File: src/rtl/fb_port_arbiter.sv
// Trace RAM port arbiter: one owner per cycle among a forced write, the display read,
// the trace/dot writer and the built-in screen-clear engine.
module fb_port_arbiter #(
  parameter int unsigned ADDR_W       = 16,
  parameter int unsigned DATA_W       = 3,
  parameter int unsigned STARVE_LIMIT = 15
) (
  input  logic              clk,
  input  logic              rst_n,
  input  logic              rd_req,
  input  logic [ADDR_W-1:0] rd_addr,
  output logic [DATA_W-1:0] rd_data,
  output logic              rd_valid,
  output logic              rd_miss,
  input  logic              wr_req,
  input  logic [ADDR_W-1:0] wr_addr,
  input  logic [DATA_W-1:0] wr_data,
  output logic              wr_ack,
  input  logic              clr_start,
  input  logic [DATA_W-1:0] clr_data,
  output logic              clr_busy,
  output logic              clr_done,
  output logic              ram_we,
  output logic [ADDR_W-1:0] ram_addr,
  output logic [DATA_W-1:0] ram_din,
  input  logic [DATA_W-1:0] ram_dout
);

  typedef enum logic [1:0] {StIdle, StClear, StDone} clr_state_e;

  clr_state_e        state_q, state_d;
  logic [ADDR_W-1:0] clr_addr_q, clr_addr_d;
  logic [DATA_W-1:0] clr_color_q, clr_color_d;
  logic [7:0]        starve_q, starve_d;
  logic              rd_valid_q, rd_valid_d;

  logic force_wr, gnt_wr, gnt_rd, gnt_clr;

  always_comb begin
    force_wr = wr_req && ({24'd0, starve_q} >= STARVE_LIMIT);
    gnt_wr   = force_wr || (wr_req && !rd_req);
    gnt_rd   = rd_req && !force_wr;
    gnt_clr  = (state_q == StClear) && !rd_req && !wr_req;
  end

  // RAM port mux; the idle cycle parks on the display address.
  always_comb begin
    ram_we   = 1'b0;
    ram_addr = rd_addr;
    ram_din  = '0;
    if (gnt_wr) begin
      ram_we   = 1'b1;
      ram_addr = wr_addr;
      ram_din  = wr_data;
    end else if (gnt_rd) begin
      ram_addr = rd_addr;
    end else if (gnt_clr) begin
      ram_we   = 1'b1;
      ram_addr = clr_addr_q;
      ram_din  = clr_color_q;
    end
  end

  always_comb begin
    starve_d = starve_q;
    if (!wr_req || gnt_wr) begin
      starve_d = 8'd0;
    end else if (starve_q != 8'hFF) begin
      starve_d = starve_q + 8'd1;
    end
  end

  always_comb begin
    state_d     = state_q;
    clr_addr_d  = clr_addr_q;
    clr_color_d = clr_color_q;
    unique case (state_q)
      StIdle: begin
        if (clr_start) begin
          clr_color_d = clr_data;
          clr_addr_d  = '0;
          state_d     = StClear;
        end
      end
      StClear: begin
        // Stalled cycles simply hold the address, so nothing is skipped.
        if (gnt_clr) begin
          clr_addr_d = clr_addr_q + 1'b1;
          if (clr_addr_q == {ADDR_W{1'b1}}) begin
            state_d = StDone;
          end
        end
      end
      StDone:  state_d = StIdle;
      default: state_d = StIdle;
    endcase
  end

  assign rd_valid_d = gnt_rd;

  always_ff @(posedge clk or negedge rst_n) begin
    if (!rst_n) begin
      state_q     <= StIdle;
      clr_addr_q  <= '0;
      clr_color_q <= '0;
      starve_q    <= 8'd0;
      rd_valid_q  <= 1'b0;
    end else begin
      state_q     <= state_d;
      clr_addr_q  <= clr_addr_d;
      clr_color_q <= clr_color_d;
      starve_q    <= starve_d;
      rd_valid_q  <= rd_valid_d;
    end
  end

  assign rd_data  = ram_dout;
  assign rd_valid = rd_valid_q;
  assign rd_miss  = force_wr && rd_req;
  assign wr_ack   = gnt_wr;
  assign clr_busy = (state_q == StClear);
  assign clr_done = (state_q == StDone);

endmodule

File: config.mk
export PLATFORM = sky130hd
export DESIGN_NAME = fb_port_arbiter
export DESIGN_NICKNAME = d
export VERILOG_FILES = /design/src/rtl/fb_port_arbiter.sv
export SDC_FILE = /design/constraint.sdc
export NUM_CORES = 1
export LEC_CHECK = 0
export CORE_MARGIN = 2
export CORE_UTILIZATION = 38
export DETAILED_ROUTE_END_ITERATION = 12
export MAX_ROUTING_LAYER = met4
export PLACE_DENSITY = 0.78
export SLEW_MARGIN = 10
export SYNTH_ARGS = -nofsm -noshare
export SYNTH_HDL_FRONTEND = slang
export SYNTH_SLANG_ARGS = --single-unit
export TNS_END_PERCENT = 20
File: constraint.sdc
create_clock -name clk -period 2.25 [get_ports clk]
set_input_delay 0.45 -clock clk [delete_from_list [all_inputs] [get_ports clk]]
set_output_delay 0.45 -clock clk [all_outputs]
set_load 0.01 [all_outputs]
==> metrics.csv, run 1 <==
stage,metric,value,unit
route,routed_via_density,5.35,
yosys,synth-edff-count,0,
min_path,min_to,clr_color_q[2],
critical_path,crit_top_cell,buf_12,
pwr,p_clk_frac,0.347,
critical_path,path_cells,or4_4 > o31ai_4 > buf_6 > buf_12 > buf_12 > o221ai_2 > o21ai_1 > buf_2,
critical_path,cp_slowest_cell,or4_4,
clocking,clock-sinks,30,
min_path,hp-class,reg -> reg,
pwr,leakagePower,1.30,nW
sta,skew,0.00502,ns
die,num_io_pins,74,
sta,final.min_clock_period,2.59,ns
pwr,cellInternalPower,0.00115,W
pwr,pwr-share-comb,0.228,
route,detail_route.wl_per_cell,14.8,um
critical_path,r2r_slack,0.15,ns
route,wl,5.11,mm
die,die_width,71.6,um
global_routing,grt_max_degree,31,
layout,nNetsFinal,341,
route,vias,1846,
critical_path,max_stage_delay,0.55,ns
pwr,p_sw_frac,0.277,
critical_path,cp.required,1.80,ns
sta,maxClockFrequency,387,MHz
flow_run,drv_cap,0,
sta,setup_violations,22,
clocking,cts_root_buffer,clkbuf_8,
global_routing,grt_usage,0.213,
clocking,cts_tree,yes,
yosys,synth.distinct_cells,37,
layout,finalNonFillerCells,345,
layout,fillers,373,
run_status,violations,negative setup slack,
global_routing,grt_pass1_wl,8.17,mm
yosys,ys_seq_area_frac,0.433,
yosys,ys.flop_type,dfrtp_1,
die,dieArea,5120,um^2
route,postRouteAntennaNets,0,
pwr,p_per_area,567,nW/um^2
clocking,clk_pin_slew,0.06,ns
yosys,yosys_warnings,0,
pwr,p_seq_frac,0.425,
sta,finalMaxSlewViolations,0,
critical_path,reg2reg_depth,5,
critical_path,r2r_start,state_q[1],
global_routing,grt_pass1_vias,1773,
critical_path,endpoint_kind,output port,
critical_path,start_kind,flip-flop,
pwr,ir_drop,0.272,mV
critical_path,worstPathMaxFanout,7,
critical_path,critical_path_depth,8,
layout,final_cell_mix,"clkdlybuf4s50_1 (45), dfrtp_1 (30), inv_1 (22), buf_4 (22), buf_2 (21)",
yosys,synthesis.instances,201,
place,portBuffers,67,
clocking,clk_latency,0.28,ns
route,drtIter0Drc,130,
sta,layout_worst_path_cycle_share,1.15,
critical_path,startpoint,starve_q[5],
yosys,ys_seq_elements,30,
layout,seqCellArea,751,um^2
critical_path,path_buf_inv,4,
layout,multi_input_area,922,um^2
place,dp_hpwl,3.38,mm
route,drc,0,
layout,final_common_cell,clkdlybuf4s50_1,
min_path,min_path_cells,2,
min_path,hp-start,clr_color_q[2],
die,die_height,71.6,um
die,rows,24,
clocking,clockBufferDepth,2,
pwr,switchingPower,0.000441,W
sta,fin_hold_ws,0.482,ns
clocking,htree_levels,2,
global_routing,antenna_found_initial,0,
sta,fin_ws,-0.337,ns
yosys,syn_area_per_cell,8.63,um^2
critical_path,crit_family,simple AND/OR/NAND/NOR gates,
run_status,outcome,"complete, but fails checks",
die,core,4380,um^2
critical_path,worstPathArrival,2.14,ns
place,placed_cells,331,
die,start_util,0.396,
yosys,async_reset_ff_frac,1.00,
clocking,numCtsBuffers,5,
sta,rsz0062_at_grt,yes,
critical_path,critical_path_class,reg -> out,
layout,layout-drive-gt1-share,0.246,
critical_path,r2r-end,clr_addr_q[13],
layout,n_antenna_cell,0,
global_routing,overflow,0,
layout,syn_to_final_growth,61.7,%
route,dr.pass1.iters,4,
sta,final_hold_viol_count,0,
place,gp_congestion,0.816,
yosys,syn_area,1730,um^2
-- area by class of cell --
type                    instances  share of cell area
multi-input cells             138               0.329
repair buffers                 96               0.311
clock buffers                   6              0.0295
inverters                      22              0.0295
clock inverters                 1              0.0107
well taps                      52              0.0232
flip-flops and latches         30               0.268
-- layer usage --
layer / share of wire / wire [um] / track usage / vias up
met2: 0.52 / 2660 / 0.356 / 59
met3: 0.051 / 260 / 0.0478 / 14
met4: 0.027 / 136 / 0.0922 / 0
met5: 0 / 0 / - / -
met1: 0.40 / 2060 / 0.245 / 875
li1: - / - / - / 898
-- through the flow --
stage	setup slack, ns	TNS [ns]	util	cell area (um^2)	power (W)
detailed placement	-0.629	-14.19	0.599	2630	0.00103
CTS	-0.304	-6.12	0.637	2790	0.00159
global route	-0.421	-8.15	0.640	2800	0.00166
global placement	-0.557	-13.38	0.599	2630	0.00102
finish	-0.337	-6.25	0.640	2800	0.00159
floorplan	0.0210	0	-	1750	0.000822
-- sequential cells by signal, summed over array words and instances (netlist names) --
| signal | flops |
|---|---|
| clr_addr_q | 16 |
| clr_color_q | 3 |
| rd_valid | 1 |
| starve_q | 8 |
| state_q | 2 |
-- cells in the mapped netlist, drive strengths merged, types with 3 or more instances --
library cell | number | area [um^2]
dfrtp | 30 | 751
nand4 | 6 | 37.5
or3 | 4 | 25.0
nand2 | 20 | 75.1
o21ai | 23 | 115
nand3 | 5 | 25.0
a211oi | 3 | 27.5
nor2 | 15 | 56.3
xnor2 | 5 | 43.8
inv | 22 | 82.6
buf | 5 | 32.5
xor2 | 4 | 35.0
and3 | 3 | 18.8
clkbuf | 9 | 33.8
a22o | 3 | 26.3
a21oi | 7 | 35.0
o221ai | 16 | 140
-- worst register-to-register path, stage by stage (launching register included) --
cell and delay, ns:
dfrtp_1 0.40, buf_4 0.16, or4b_1 0.54, a211o_1 0.39
or3_1 0.38, a21oi_1 0.14
-- cells by family (layout without fill, tap and decap cells) --
logic type / count (synthesis) / count (layout) / share of synthesized area
simple gates: 65 / 65 / 0.188
xor+xnor: 9 / 9 / 0.0455
flops: 30 / 30 / 0.433
buf+inv: 36 / 125 / 0.0859
other cells: 1 / 4 / 0.00216
mux: 1 / 1 / 0.00577
fa+ha+maj: 2 / 2 / 0.0144
compound gates: 57 / 57 / 0.225
-- power groups by stage --
stage / sequential (W) / combinational [W] / clock (W)
after floorplan: 0.000645 / 0.000177 / 0
after global placement: 0.000677 / 0.000346 / 0
after detailed placement: 0.000678 / 0.000350 / 0
after CTS: 0.000674 / 0.000359 / 0.000561
after global routing: 0.000686 / 0.000394 / 0.000584
final: 0.000676 / 0.000362 / 0.000552
-- how the worst max path moves through the flow --
stage                   end
2_1_floorplan  ram_addr[12]
3_3_place_gp    ram_addr[1]
3_5_place_dp    ram_addr[7]
4_1_cts        ram_addr[15]
5_1_grt         ram_addr[7]
6_report        ram_addr[4]
-- timing repair --
action,in CTS,in global routing
pin swaps,2,0
setup buffers,5,0
setup endpoints to repair,25,29
hold buffers,0,0
resized for setup,116,2
cloned,2,0
endpoints found under the hold margin,0,0
Note: power is estimated with default switching activity, not from simulation.
==> run 2: changes to the inputs <==
Settings changed: CORE_ASPECT_RATIO set to 0.8, CORE_UTILIZATION 38 to 55, DONT_BUFFER_PORTS set to 1, PLACE_DENSITY 0.78 to 0.75.
==> run 2 against run 1 <==
  * The run still ends with negative setup slack left
  * Non-clock buffer count is 81 lower
  * Register-to-register slack hardly changed
  * Flip-flop and latch count stayed put
  * Critical path type unchanged
  * Highest routed layer unchanged
==> metrics.csv, run 2 (synthesized netlist as in run 1, its figures left out) <==
stage,metric,value,unit,change
route,routed_via_density,6.37,,+19%
critical_path,endpoint_kind,output port,,
layout,nNetsFinal,260,,-24%
clocking,cts_root_buffer,clkbuf_8,,
layout,post-route-util,0.691,,+0.0518
global_routing,grt_usage,0.271,,+0.0587
global_routing,grt_pass1_vias,1431,,-19%
critical_path,critical_path_class,reg -> out,,
clocking,numCtsBuffers,5,,unchanged
critical_path,r2r-end,clr_addr_q[13],,
critical_path,path_buf_inv,2,,-2
layout,fillers,239,,-36%
min_path,hp-class,in -> reg,,
layout,final_cell_mix,"dfrtp_1 (30), inv_1 (21), nand2_1 (19)",,
critical_path,reg2reg_depth,4,,-1
pwr,total_power,0.00135,W,-15%
sta,setup_violations,21,,-4.5%
critical_path,max_stage_delay,0.55,ns,about the same
route,wl,4.89,mm,-4.4%
layout,n_antenna_cell,0,,unchanged
die,start_util,0.570,,+0.175
sta,worstMarginPinSlew,0.697,ns,
sta,final_hold_viol_count,0,,unchanged
clocking,cts_tree,yes,,
sta,final.min_clock_period,2.48,ns,-0.102 ns
clocking,clock-sinks,30,,unchanged
layout,final_area,2100,um^2,-25%
critical_path,worstPathArrival,2.03,ns,-0.11 ns
critical_path,path_cells,or4_4 > o31ai_4 > buf_4 > clkbuf_16 > o221ai_1 > o21ai_2,,
sta,fin_ws,-0.235,ns,+0.102 ns
critical_path,crit_family,simple AND/OR/NAND/NOR gates,,
clocking,clk_latency,0.29,ns,about the same
min_path,min_to,rd_valid,,
run_status,violations,negative setup slack,,
layout,reg_top3,"clr_addr_q (16), starve_q (8), clr_color_q (3)",,
die,die_width,66.8,um,-6.7%
clocking,clk_pin_slew,0.06,ns,about the same
pwr,leakagePower,0.941,nW,-27%
global_routing,antenna_found_initial,0,,unchanged
place,placed_cells,238,,-28%
global_routing,grt_max_degree,31,,unchanged
critical_path,r2r_slack,0.15,ns,about the same
route,drtIter0Drc,133,,+2.3%
pwr,p_per_area,643,nW/um^2,+13%
layout,largest_register_ffs,16,,unchanged
place,portBuffers,0,,-100%
run_status,outcome,"complete, but fails checks",,
layout,finalNonFillerCells,252,,-27%
clocking,clockBufferDepth,2,,unchanged
global_routing,grt_pass1_wl,6.83,mm,-16%
sta,maxClockFrequency,402,MHz,+4.1%
sta,rsz0062_at_grt,yes,,
route,drc,0,,unchanged
critical_path,cp.required,1.80,ns,about the same
min_path,min_path_cells,1,,-1
critical_path,cp_slowest_cell,or4_4,,
die,core,3040,um^2,-31%
layout,top_register,clr_addr_q,,
critical_path,worstPathMaxFanout,8,,+1
place,gp_congestion,0.856,,+4.9%
place,dp_hpwl,3.20,mm,-5.5%
layout,syn_to_final_growth,21.2,%,
min_path,hp-start,wr_req,,
route,dr.pass1.iters,4,,unchanged
sta,finalSetupTns,-4.25,ns,+1.99 ns
pwr,ir_drop,0.424,mV,+56%
flow_run,drv_cap,0,,unchanged
critical_path,start_kind,flip-flop,,
route,postRouteAntennaNets,0,,unchanged
layout,final_common_cell,dfrtp_1,,
route,vias,1604,,-13%
clocking,htree_levels,2,,unchanged
sta,timing.slew.headroom,0.533,,
critical_path,r2r_start,state_q[1],,
die,num_io_pins,74,,unchanged
sta,skew,0.00522,ns,+0.000203 ns
route,detail_route.wl_per_cell,19.4,um,+31%
die,rows,18,,-25%
sta,finalMaxSlewViolations,0,,unchanged
layout,layout-drive-gt1-share,0.236,,-0.00988
global_routing,overflow,0,,unchanged
place,post_dp_cell_area,1820,um^2,-31%
die,dieArea,3620,um^2,-29%
sta,layout_worst_path_cycle_share,1.10,,-0.0453
die,die_height,54.2,um,-24%
## run 2: metrics by stage
stage          setup WS, ns  hold WS [ns]
2_1_floorplan        0.0210         0.154
3_3_place_gp         0.0764         0.155
3_5_place_dp      -0.000351         0.155
4_1_cts              -0.182         0.244
5_1_grt              -0.307         0.252
6_report             -0.235         0.242
## run 2: repair_timing
item	CTS	global route
gates resized for setup	16	27
setup buffers	1	2
hold endpoints to repair	30	0
endpoints found under the setup margin	21	22
gates cloned	1	1
pin swaps	5	1
hold buffers	2	0
## run 2: where the power goes
part	total (W)	internal (W)	switching [W]
Clock	0.000415	0.000207	0.000208
Sequential	0.000680	0.000593	0.0000868
Combinational	0.000257	0.000112	0.000145
## run 2: final cells by class
class	count	area [um^2]	area share
Clock inverter	2	10.0	0.00476
Sequential cell	30	751	0.357
Tap cell	40	50.0	0.0238
Timing Repair Buffer	15	189	0.0899
Multi-Input combinational cell	138	948	0.451
Inverter	22	85.1	0.0405
Clock buffer	5	68.8	0.0327
## run 2: worst max path at each step
stage          slack (ns)   startpoint           end  depth (start not counted)
5_1_grt             -0.31  starve_q[6]  ram_addr[15]                          6
3_5_place_dp      -0.0004  starve_q[7]  ram_addr[11]                          5
3_3_place_gp         0.08  starve_q[7]   ram_addr[0]                          5
2_1_floorplan        0.02  starve_q[7]  ram_addr[12]                          5
4_1_cts             -0.18  starve_q[6]    ram_din[2]                          5
6_report            -0.23  starve_q[6]   ram_addr[5]                          6
## run 2: metal layers
layer  up-vias  global-route usage  routed length [um]
met5         -                   -                   0
met1       783               0.333                1850
met2        80               0.428                2510
li1        729                   -                   -
met3        12              0.0720                 452
met4         0               0.122                  78
## run 2: worst reg2reg max path: stages, from the launching register on
cell and delay, ns:
dfrtp_1 0.44, or4b_4 0.62, a211o_1 0.41, or3_1 0.39, a21oi_1 0.18
==> variant 1, RTL diff (config.mk and constraints of run 1) <==
`clr_addr_q` no longer has a reset.
--- a/src/rtl/fb_port_arbiter.sv
+++ b/src/rtl/fb_port_arbiter.sv
@@ -101,17 +101,19 @@
   always_ff @(posedge clk or negedge rst_n) begin
     if (!rst_n) begin
       state_q     <= StIdle;
-      clr_addr_q  <= '0;
       clr_color_q <= '0;
       starve_q    <= 8'd0;
       rd_valid_q  <= 1'b0;
     end else begin
       state_q     <= state_d;
-      clr_addr_q  <= clr_addr_d;
       clr_color_q <= clr_color_d;
       starve_q    <= starve_d;
       rd_valid_q  <= rd_valid_d;
     end
+  end
+
+  always_ff @(posedge clk) begin
+    clr_addr_q <= clr_addr_d;
   end
 
   assign rd_data  = ram_dout;
Formal check against the unedited RTL: same outputs for any inputs over 10 cycles, from zero or initial values and one cycle with rst_n low; that may be too few to reach the edited logic, so the function may still have changed.
==> variant 1 against run 1 <==
The run still ends with negative setup slack left. First-iteration DRC count is 38% lower. Worst hold slack better by 44 ps. Final cell count up 0.58%. Power down 15%. Worst setup slack got worse by 79 ps. Sequential power shrank 6.7%. Via count fell by 1.2%. Routed wire length increased by 0.92%. Sequential cell count unchanged. Final area grew 3.3%. Non-clock buffer count up 8. Sequential share of layout area up 1.9 points. Synthesized area increased by 6.1%. Critical path type unchanged.
==> variant 1: results (changes against run 1) <==
- Leak: 1.23 nW (was 1.30 nW)
- WL per Instance: 14.9 um (was 14.8 um)
- M2 GR Usage: 35.6% (about the same)
- Worst VDD drop: 0.317 mV (was 0.272 mV)
- Worst Path Arrival: 2220 ps (was 2140 ps)
- Routability Congestion: 0.787 (was 0.816)
- Clk pin slew, worst setup/hold paths: 60 ps (about the same)
- N_diodes: 0 (unchanged)
- Maximum fanout along the worst path: 4 (was 7)
- Top FF cell, synth: edfxtp_1 (was dfrtp_1)
- Combinational share of power: 23.8% (was 22.8%)
- Area contributors post-synth: edfxtp_1 26%, dfrtp_1 19%, o221ai_1 7.6%, o21ai_0 4.9%, inv_1 4.7% (was dfrtp_1 43%, o221ai_1 8.1%, o21ai_0 6.6%, inv_1 4.8%, nand2_1 4.3%)
- Reg-to-reg endpoint: clr_addr_q[5] (was clr_addr_q[13])
- Sequential share of the synthesized area: 45.2% (was 43.3%)
- Top Layer Used: met4 (unchanged)
- Sequential Power Share: 46.5% (was 42.5%)
- Final Power: 1.36 mW (was 1.59 mW)
- Reg2reg setup slack: 190 ps (was 150 ps)
- Setup Viol. Count Final: 21 (was 22)
- Hold worst-path end: clr_color_q[2] (unchanged)
- HPWL Detailed: 3410 um (was 3380 um)
- Crit path capture: ram_addr[8] (was ram_addr[4])
- Initial DRC Count: 81 (was 130)
- Vias/cell: 5.25 (was 5.35)
- PnR worst setup slack: -416 ps (was -337 ps)
- Commonest cells in the netlist: 23 x inv_1, 22 x nor2_1, 18 x o21ai_0, 16 x edfxtp_1, 16 x o221ai_1 (was 30 x dfrtp_1, 23 x o21ai_0, 22 x inv_1, 20 x nand2_1, 16 x o221ai_1)
- Non-filler cells, final: 347 (was 345)
- Hold WS: 526 ps (was 482 ps)
- # resized after CTS: 131 (was 116)
- Met3 wire length: 259 um (was 260 um)
- Delay-heaviest family, CP: simple AND/OR/NAND/NOR gates (unchanged)
- Violated checks: negative setup slack (unchanged)
- Switching power: 0.353 mW (was 0.441 mW)
- Clock Path Buffers: 2 (unchanged)
- Largest net degree at the start of global routing: 18 (was 31)
- Metal2 WL: 2610 um (was 2660 um)
- Layout cell share with drive strength beyond 1: 31.1% (was 24.6%)
- DP Cell Count: 324 (was 331)
- First-pass GRT wire length: 8480 um (was 8170 um)
- Post-synthesis cell type count: 40 (was 37)
- Setup tns final: -6650 ps (was -6250 ps)
- Placed Instance Area: 2660 um2 (was 2630 um2)
- Post-CTS Setup Inserts: 13 (was 5)
- Synthesized instance count: 193 (was 201)
- Met1 Use GR: 25.1% (was 24.5%)
- Vias in the first global route: 1,787 (was 1,773)
- Met3 GRT Util: 3.57% (was 4.78%)
- Post-synth EDFFs: 16 (was 0)
- Worst R2R Path Depth: 9 (was 5)
- Pre-CTS WS: -717 ps (was -629 ps)
- Asr flop ratio synth: 46.7% (was 100%)
- GRT Resource Usage Total: 21.3% (about the same)
- Status: complete, but fails checks (unchanged)
- Hold path depth: 1 (was 2)
- Metal-1 WL: 2150 um (was 2060 um)
- Final Skew: 1.76 ps (was 5.02 ps)
- HP Start: clr_color_q[2] (unchanged)
## variant 1: cells by family (layout without fill, tap and decap cells)
| logic type | Yosys count | count (layout) | synth area share (%) |
|---|---|---|---|
| flops | 30 | 30 | 45.2 |
| xor+xnor | 11 | 11 | 5.24 |
| fa+ha+maj | 2 | 2 | 1.36 |
| buf+inv | 38 | 135 | 11.0 |
| simple gates | 59 | 59 | 16.1 |
| compound gates | 49 | 49 | 19.1 |
| other cells | 1 | 4 | 0.204 |
| mux | 3 | 3 | 1.84 |
## variant 1: area by class of cell
| cell class | count | area (um2) |
|---|---|---|
| inverters | 24 | 92.6 |
| multi-input cells | 128 | 930 |
| repair buffers | 104 | 901 |
| fillers | 417 | 1790 |
| well taps | 54 | 67.6 |
| clock buffers | 7 | 76.3 |
| flip-flops and latches | 30 | 831 |
## variant 1: worst reg2reg max path, delay by kind of cell (launching register included)
family          cells  cell delay, ps
buf+inv             6             720
simple gates        2             530
flops               1             380
compound gates      1             140
==> variant 2, RTL diff (settings of run 1) <==
Made on the original files. Change the parameter `DATA_W` from 3 to 6.
--- a/src/rtl/fb_port_arbiter.sv
+++ b/src/rtl/fb_port_arbiter.sv
@@ -2,7 +2,7 @@
 // the trace/dot writer and the built-in screen-clear engine.
 module fb_port_arbiter #(
   parameter int unsigned ADDR_W       = 16,
-  parameter int unsigned DATA_W       = 3,
+  parameter int unsigned DATA_W       = 6,
   parameter int unsigned STARVE_LIMIT = 15
 ) (
   input  logic              clk,
Ports: changed (5 resized); port bits go from 74 to 89. No check against the original RTL was run, so the function may have changed too.
==> variant 2 against run 1 <==
Routed wire length grew 8.2%. Synthesized area increased by 8.5%. Worst setup slack improved by 360 ps. First-iteration DRC count shrank 27%. Power is 1.6% lower. Final area is 12% higher. Sequential cell count is 3 higher. Die area rose by 8.0%. Register-to-register slack gained 20 ps. Critical path type unchanged.
==> variant 2: results (changes against run 1) <==
- Status: completed (was complete, but fails checks)
- Reg2reg setup slack: 170 ps (was 150 ps)
- Final Skew: 8.30 ps (was 5.02 ps)
- Crit path capture: ram_addr[6] (was ram_addr[4])
- Largest net degree at the start of global routing: 34 (was 31)
- Met3 GRT Util: 5.56% (was 4.78%)
- Pre-CTS WS: -771 ps (was -629 ps)
- Max stage delay on crit path: 360 ps (was 550 ps)
- I/O Buffers: 76 (was 67)
- Asr flop ratio synth: 100% (unchanged)
- Routability Congestion: 0.779 (was 0.816)
- Crit. Startpoint: starve_q[7] (was starve_q[5])
- Syn_area_per_cell: 8.55 um2 (was 8.63 um2)
- Worst Path Arrival: 1780 ps (was 2140 ps)
- First-pass GRT wire length: 8570 um (was 8170 um)
- Placed Instance Area: 2850 um2 (was 2630 um2)
- Sequential share of the synthesized area: 43.9% (was 43.3%)
- Area contributors post-synth: dfrtp_1 44%, nand2_1 9.0%, o21ai_0 5.9%, o22ai_1 5.3%, nor2_1 3.0% (was dfrtp_1 43%, o221ai_1 8.1%, o21ai_0 6.6%, inv_1 4.8%, nand2_1 4.3%)
- Vias post-DR: 1,974 (was 1,846)
- GRT Resource Usage Total: 21.0% (was 21.3%)
- HPWL Detailed: 3630 um (was 3380 um)
- Commonest cells in the netlist: 45 x nand2_1, 33 x dfrtp_1, 22 x o21ai_0, 16 x o22ai_1, 15 x nor2_1 (was 30 x dfrtp_1, 23 x o21ai_0, 22 x inv_1, 20 x nand2_1, 16 x o221ai_1)
- M2 GR Usage: 36.5% (was 35.6%)
- Clk pin slew, worst setup/hold paths: about 70 ps
- Initial DRC Count: 95 (was 130)
- First-pass iteration count of the detailed router: 4 (unchanged)
- Leading registers by flop count: clr_addr_q (16), starve_q (8), clr_color_q (6) (was clr_addr_q (16), starve_q (8), clr_color_q (3))
- N_diodes: 0 (unchanged)
- Worst R2R Path Depth: 8 (was 5)
- Hold WC Path Type: flip-flop to flip-flop (unchanged)
- Met1 Use GR: 24.2% (was 24.5%)
- CTS H-tree depth: 2 (unchanged)
- Layout fillers: 411 (was 373)
- Worst VDD drop: 0.442 mV (was 0.272 mV)
- Vias in the first global route: 1,907 (was 1,773)
- CP max stage cell: dfrtp_1 (was or4_4)
- Leak: 1.41 nW (was 1.30 nW)
- Layout cell share with drive strength beyond 1: 31.2% (was 24.6%)
- Area grow syn2layout: 67.0% (was 61.7%)
- DP Cell Count: 368 (was 331)
- Nets: 380 (was 341)
- WL per Instance: 14.1 um (was 14.8 um)
- Initial antenna violation count: 0 (unchanged)
- Post-synthesis cell type count: 40 (was 37)
- PnR worst setup slack: 18.3 ps (was -337 ps)
- Non-filler cells, final: 391 (was 345)
- Maximum fanout along the worst path: 5 (was 7)
[variant 2: layout make-up]
type                       count  area share, %
clock buffer                   5           2.19
tap                           67           2.67
sequential                    33           26.3
inverter                       2          0.239
multi-input combinational    169           35.9
clock inverter                 3          0.557
timing repair buffer         112           32.1
[variant 2: repair_timing]
item,CTS,global route
setup endpoints to repair,29,22
pin swaps,3,14
resized for setup,114,47
cloned,3,1
setup buffers,8,4
[variant 2: worst max-delay path: cells and delay by family (launching register included)]
| kind | cells | cell delay, ps |
|---|---|---|
| AND/OR/NAND/NOR | 1 | 270 |
| buffers and inverters | 4 | 610 |
| AO/OA/AOI/OAI | 2 | 250 |
| flip-flops | 1 | 360 |
[variant 2: how the worst min path moves through the flow]
stage	cells after the start	startpoint	to	slack [ps]
3_3_place_gp	2	clr_color_q[2]	clr_color_q[2]	460
2_1_floorplan	0	rst_n	clr_addr_q[0]	150
6_report	2	clr_color_q[0]	clr_color_q[0]	480
3_5_place_dp	2	clr_color_q[5]	clr_color_q[5]	460
5_1_grt	2	clr_color_q[5]	clr_color_q[5]	510
4_1_cts	2	clr_color_q[5]	clr_color_q[5]	480
[variant 2: kinds of logic after synthesis]
group                    Yosys count  synth area share [%]
AO/OA/AOI/OAI                     60                  20.7
XOR/XNOR                           9                  4.19
adder cells (fa/ha/maj)            2                  1.33
buffers and inverters             21                  5.59
flip-flops                        33                  43.9
other                              1                 0.199
AND/OR/NAND/NOR                   94                  24.1
[variant 2: per-layer routing]
metal	routed length (um)	up-vias	share of wire [%]
met5	0	-	0
met4	47	0	0.85
met3	394	7	7.1
met2	2780	72	50
met1	2310	916	42
li1	-	979	-
[variant 2: report_power, final]
part           internal, mW  total [mW]  switching, mW
clock                 0.213       0.437          0.224
combinational         0.233       0.418          0.185
sequential            0.647       0.709         0.0621
total                  1.09        1.57          0.472
